## config.mk

```make
export PLATFORM = sky130hd
export DESIGN_NAME = instruction_cache
export DESIGN_NICKNAME = d
export VERILOG_FILES = /design/src/rtl/instruction_cache.sv
export SDC_FILE = /design/constraint.sdc
export NUM_CORES = 1
export LEC_CHECK = 0
export ABC_AREA = 1
export CORE_MARGIN = 4
export CORE_UTILIZATION = 54
export DETAILED_ROUTE_END_ITERATION = 6
export DONT_BUFFER_PORTS = 1
export PLACE_DENSITY = 0.69
export SLEW_MARGIN = 20
export SYNTH_ARGS = -nofsm -noshare
export SYNTH_HDL_FRONTEND = slang
export SYNTH_SLANG_ARGS = --single-unit
```

## constraint.sdc

```tcl
create_clock -name CLK -period 13.4 [get_ports CLK]
set_input_delay 2.68 -clock CLK [delete_from_list [all_inputs] [get_ports CLK]]
set_output_delay 2.68 -clock CLK [all_outputs]
set_load 0.02 [all_outputs]
```

## src/rtl/instruction_cache.sv

```systemverilog
// instruction_cache: direct-mapped, 8 lines x 4 words, read-only instruction cache.
// Hits are answered combinationally; a miss stalls the CPU while the
// 128-bit block is fetched from instruction memory and written into the line.
module instruction_cache #(
    parameter int NUM_BLOCKS  = 8,
    parameter int BLOCK_WORDS = 4
) (
    input  logic                      CLK,
    input  logic                      RESET,
    input  logic [31:0]               PC,
    output logic [31:0]               INSTRUCTION,
    output logic                      BUSYWAIT,
    output logic                      MEM_READ,
    output logic [5:0]                MEM_ADDRESS,
    input  logic [32*BLOCK_WORDS-1:0] MEM_READDATA,
    input  logic                      MEM_BUSYWAIT
);

    localparam int BLOCK_BITS = 32 * BLOCK_WORDS;

    typedef enum logic [1:0] {
        S_IDLE,
        S_MEM_READ,
        S_UPDATE
    } state_t;

    state_t state, next_state;

    logic [BLOCK_BITS-1:0] data_array [NUM_BLOCKS];
    logic [2:0]            tag_array  [NUM_BLOCKS];
    logic [NUM_BLOCKS-1:0] valid;

    logic [5:0]            miss_addr;
    logic [BLOCK_BITS-1:0] fill_buf;

    logic [2:0] pc_tag;
    logic [2:0] pc_index;
    logic [1:0] pc_offset;
    logic       hit;
    logic       unused_pc_bits;

    // Address fields of the live fetch address; the outer bits play no part
    assign pc_tag         = PC[9:7];
    assign pc_index       = PC[6:4];
    assign pc_offset      = PC[3:2];
    assign unused_pc_bits = ^{PC[31:10], PC[1:0]};

    // Hit check and word select against the line picked by the live PC
    always_comb begin
        hit         = valid[pc_index] && (tag_array[pc_index] == pc_tag);
        INSTRUCTION = 32'h0;
        if (RESET && hit) begin
            INSTRUCTION = data_array[pc_index][{pc_offset, 5'b00000} +: 32];
        end
    end

    // The miss-address register doubles as the memory address, so it holds between fills
    assign MEM_ADDRESS = miss_addr;

    // State register
    always_ff @(posedge CLK or negedge RESET) begin
        if (!RESET) begin
            state <= S_IDLE;
        end else begin
            state <= next_state;
        end
    end

    // Next-state and handshake outputs; stall is suppressed while reset is held
    always_comb begin
        next_state = state;
        BUSYWAIT   = 1'b0;
        MEM_READ   = 1'b0;
        case (state)
            S_IDLE: begin
                BUSYWAIT = !hit;
                if (!hit) begin
                    next_state = S_MEM_READ;
                end
            end
            S_MEM_READ: begin
                BUSYWAIT = 1'b1;
                MEM_READ = 1'b1;
                if (!MEM_BUSYWAIT) begin
                    next_state = S_UPDATE;
                end
            end
            S_UPDATE: begin
                BUSYWAIT   = 1'b1;
                next_state = S_IDLE;
            end
            default: begin
                next_state = S_IDLE;
            end
        endcase
        if (!RESET) begin
            BUSYWAIT = 1'b0;
        end
    end

    // Miss address is captured once on the miss so later PC changes cannot disturb the fill
    always_ff @(posedge CLK or negedge RESET) begin
        if (!RESET) begin
            miss_addr <= 6'h00;
        end else if (state == S_IDLE && !hit) begin
            miss_addr <= {pc_tag, pc_index};
        end
    end

    // Fill buffer captures the block on the edge memory reports it ready
    always_ff @(posedge CLK or negedge RESET) begin
        if (!RESET) begin
            fill_buf <= '0;
        end else if (state == S_MEM_READ && !MEM_BUSYWAIT) begin
            fill_buf <= MEM_READDATA;
        end
    end

    // Valid bits are the only array state that must be cleared on reset
    always_ff @(posedge CLK or negedge RESET) begin
        if (!RESET) begin
            valid <= '0;
        end else if (state == S_UPDATE) begin
            valid[miss_addr[2:0]] <= 1'b1;
        end
    end

    // Data and tag arrays are only meaningful behind a valid bit, so they carry no reset
    always_ff @(posedge CLK) begin
        if (state == S_UPDATE) begin
            data_array[miss_addr[2:0]] <= fill_buf;
            tag_array[miss_addr[2:0]]  <= miss_addr[5:3];
        end
    end

endmodule
```

==> tab_implementation.tex <==
\begin{tabular}{lr}
\hline
Metric & Value \\
\hline
\multicolumn{2}{l}{\textbf{Clock network}} \\
CTS Buffer Depth & 3 \\
Clock sinks & 1,192 \\
Num CTS Buffers & 118 \\
CTS Hold Buffers Added & 0 \\
Maximum level of the CTS H-tree & 3 \\
Cells resized by post-CTS repair & 0 \\
Clock Latency Late Sink & 0.68 ns \\
Clk root buf & sky130\_fd\_sc\_hd\_\_clkbuf\_16 \\
CTS tree & done \\
Clock input transition at the sequential cells of the worst setup and hold paths & 0.06 ns \\
Setup repair bufs after CTS & 0 \\
\multicolumn{2}{l}{\textbf{Logic synthesis}} \\
Total number of yosys warnings & 0 \\
Post-Synth Simple-Gate Area & 15.3\% \\
Unique masters post-synth & 30 \\
Mean instance size in the synthesized netlist & 12.4 um\^{}2 \\
Number of synthesized flops with an enable pin & 1,048 \\
Number of storage elements in the synthesis netlist & 1,192 \\
Share of the synthesized area in the top cell type & 66.5\% \\
Arithmetic-cell share of the synthesized area counting full adders, half adders and majority gates & 0.132\% \\
Most frequently used cell type in the post-synthesis netlist & sky130\_fd\_sc\_hd\_\_nand2\_1 \\
Ranking of synthesized cells by instance count & 1,262 x sky130\_fd\_sc\_hd\_\_nand2\_1, 1,048 x sky130\_fd\_sc\_hd\_\_edfxtp\_1, 427 x sky130\_fd\_sc\_hd\_\_nand3\_1, 352 x sky130\_fd\_sc\_hd\_\_a21oi\_1, 175 x sky130\_fd\_sc\_hd\_\_a22oi\_1 \\
Cell types occupying the most area after synthesis & sky130\_fd\_sc\_hd\_\_edfxtp\_1 66\%, sky130\_fd\_sc\_hd\_\_nand2\_1 10\%, sky130\_fd\_sc\_hd\_\_dfrtp\_1 7.6\% \\
Cell accounting for the most synthesized area & sky130\_fd\_sc\_hd\_\_edfxtp\_1 \\
Fraction of registers with async set or reset after synthesis & 12.1\% \\
Post-Syn Area & 47,300 um\^{}2 \\
Share of synthesized area occupied by flip-flops and latches & 74.1\% \\
Synth Area in XOR/XNOR & 0\% \\
Synth Area in Compound Gates & 7.48\% \\
Mux cell area share after synthesis & 0\% \\
Main combinational cell family by area after synthesis & simple AND/OR/NAND/NOR gates \\
Post-synth net total & 3,993 \\
Synthesized instance count & 3,825 \\
Predominant post-synthesis flop cell & sky130\_fd\_sc\_hd\_\_edfxtp\_1 \\
\multicolumn{2}{l}{\textbf{Critical path}} \\
Worst Path Required & 10.72 ns \\
Largest incremental delay on the critical path & 1.14 ns \\
Setup crit start kind & input pin \\
Reg-to-reg slack, setup & 10.18 ns \\
Cell Chain, Critical Path & inv\_16, buf\_4, buf\_4, nand2\_1, a22oi\_1, nand2\_1, nand3\_1, nand3\_1, a21oi\_1 \\
Critical path's slowest cell & sky130\_fd\_sc\_hd\_\_inv\_16 \\
Category of the most critical setup path & input pin to output port \\
CP max FO & 529 \\
Worst setup EP type & output port \\
Data arrival, critical path & 7.82 ns \\
\multicolumn{2}{l}{\textbf{Global route}} \\
Global-route wire length before repair & 178,000 um \\
Pin count of the biggest net entering global routing & 530 \\
Global-route usage over all layers & 25.2\% \\
Number of antenna violations at the first check in global routing & 1 \\
Remaining global-route overflow & 0 \\
Via count of the first global-routing pass & 28,900 \\
\multicolumn{2}{l}{\textbf{Route}} \\
Per-cell routed wire length & 24.1 um \\
Number of violations reported at the end of detailed-routing iteration 0 & 3,111 \\
Overall via count from detail\_route & 29,700 \\
DR vias/cell & 5.98 \\
Number of detailed-route iterations in the first pass & 6 \\
Final routed wirelength across all metal layers & 120,000 um \\
Count of antenna-violating nets left after detailed routing & 0 \\
Final routed DRC violation total & 0 \\
\multicolumn{2}{l}{\textbf{Timing}} \\
Number of hold violations in the final report & 0 \\
Fmax & 95.2 MHz \\
Worst-case headroom to the max-slew limit & -34.3\% \\
Count of endpoints failing setup in the final report & 0 \\
Setup tns final & 0 ns \\
Fin. max-slew vios & 368 \\
Slew at the pin with the worst max-slew slack & 2.01 ns \\
Setup clock skew after layout & 0.0195 ns \\
Clock period minus final worst setup slack & 10.50 ns \\
Hold Slack & 0.468 ns \\
Unrepaired setup endpoints after global routing & false \\
Final period util & 78.4\% \\
Setup slack of the critical path after layout & 2.90 ns \\
\multicolumn{2}{l}{\textbf{Outcome}} \\
Result of the run & finished with violations \\
Failing checks & max-slew violations \\
\multicolumn{2}{l}{\textbf{Floorplanning}} \\
Initial standard-cell utilization of the core & 54.5\% \\
Die extent in x & 304 um \\
Die Y & 304 um \\
Area of the die & 92,500 um\^{}2 \\
Top Ports & 203 \\
Core region area & 86,900 um\^{}2 \\
Num rows & 108 \\
\multicolumn{2}{l}{\textbf{Layout}} \\
Share of post-route cells with drive strength above 1 & 7.47\% \\
Syn-to-layout area delta & 9.73\% \\
Number of nets in the layout & 3,879 \\
\# diodes & 0 \\
\multicolumn{2}{l}{\textbf{Power}} \\
Worst vdd rail ir drop & 0.000113 V \\
Leakage dissipation & 0.0189 uW \\
Cell Pwr Density & 187 nW/um\^{}2 \\
\multicolumn{2}{l}{\textbf{Placement}} \\
Place WS & 4.42 ns \\
Half-perimeter wire length after detailed placement & 56,000 um \\
Port buffer count & 0 \\
Placer Congestion & 0.752 \\
\multicolumn{2}{l}{\textbf{Hold path}} \\
Type of the worst min-delay path & register to register \\
\multicolumn{2}{l}{\textbf{Job}} \\
Number of maximum-capacitance constraint violations & 0 \\
\hline
\end{tabular}
metrics by stage:
stage | total power [uW] | cells | utilization, % | cell area [um^2]
2_1_floorplan | 5990 | 3825 | - | 47300
3_3_place_gp | 6330 | 4746 | 55.1 | 47900
3_5_place_dp | 6380 | 4746 | 55.1 | 47900
4_1_cts | 9760 | 4972 | 59.8 | 52000
5_1_grt | 10100 | 4972 | 59.8 | 52000
6_report | 9720 | 4972 | 59.8 | 52000
worst max-delay path, delay by kind of cell:
family                 cells  cell delay (ns)
AOI/OAI and AO/OA          2             0.79
and+or+nand+nor            4             0.58
buffers and inverters      3             2.76
per-layer routing:
metal / global-route usage (%) / part of all wire, % / up-vias / wire (um)
met5: 0 / 0 / - / 0
met4: 9.13 / 3.1 / 0 / 3700
met3: 3.67 / 8.7 / 236 / 10400
met2: 41.1 / 48 / 1439 / 57600
met1: 35.1 / 40 / 14600 / 48200
li1: - / - / 13400 / -
kinds of logic (layout without fill, tap and decap cells):
kind of cell	Yosys count	in the layout
adder cells (fa/ha/maj)	5	5
AND/OR/NAND/NOR	1747	1747
buffers and inverters	293	285
flip-flops	1192	1192
AO/OA/AOI/OAI	588	588
layout make-up:
class,count,area (um^2)
Clock inverter,51,648
Sequential cell,1192,35100
Tap cell,1155,1450
Inverter,37,170
Timing Repair Buffer,22,265
Multi-Input combinational cell,2340,10900
Fill cell,6668,34900
Clock buffer,175,3450
registers in the layout, indices dropped and copies added (netlist names):
register / cells
fill_buf: 128
state: 2
tag_array: 24
MEM_ADDRESS: 6
data_array: 1024
valid: 8
power breakdown:
| part | leakage [uW] | switching, uW | internal [uW] |
|---|---|---|---|
| registers | 0.0113 | 502 | 4910 |
| logic | 0.00554 | 640 | 245 |
| clock network | 0.00201 | 1350 | 2070 |
| total | 0.0189 | 2500 | 7220 |
placed cells by master, fill, tap and decap left out, types with 15 or more instances in the layout:
cell / Yosys / final
sky130_fd_sc_hd__clkinv_2: 0 / 18
sky130_fd_sc_hd__nand3_1: 427 / 427
sky130_fd_sc_hd__clkbuf_1: 70 / 33
sky130_fd_sc_hd__a21oi_1: 352 / 352
sky130_fd_sc_hd__inv_1: 34 / 32
sky130_fd_sc_hd__nor2_1: 26 / 17
sky130_fd_sc_hd__edfxtp_1: 1048 / 1048
sky130_fd_sc_hd__a22oi_1: 175 / 175
sky130_fd_sc_hd__nand2_1: 1262 / 1262
sky130_fd_sc_hd__clkbuf_16: 0 / 122
sky130_fd_sc_hd__o21ai_0: 16 / 16
sky130_fd_sc_hd__dfrtp_1: 144 / 144
sky130_fd_sc_hd__clkbuf_8: 0 / 20
sky130_fd_sc_hd__bufinv_16: 0 / 15
sky130_fd_sc_hd__a21oi_2: 30 / 30
path summary, 6_finish.rpt:
kind,start,endpoint,depth (start not counted)
hold / removal,valid[6],valid[6],1
min in group asynchronous,RESET,fill_buf[50],0
max in group asynchronous,RESET,fill_buf[5],0
hold reg to reg,valid[6],valid[6],1
setup reg to reg,state[1],fill_buf[93],8
setup / recovery,PC[4],INSTRUCTION[31],9
Power figures use the tool's default switching activity.
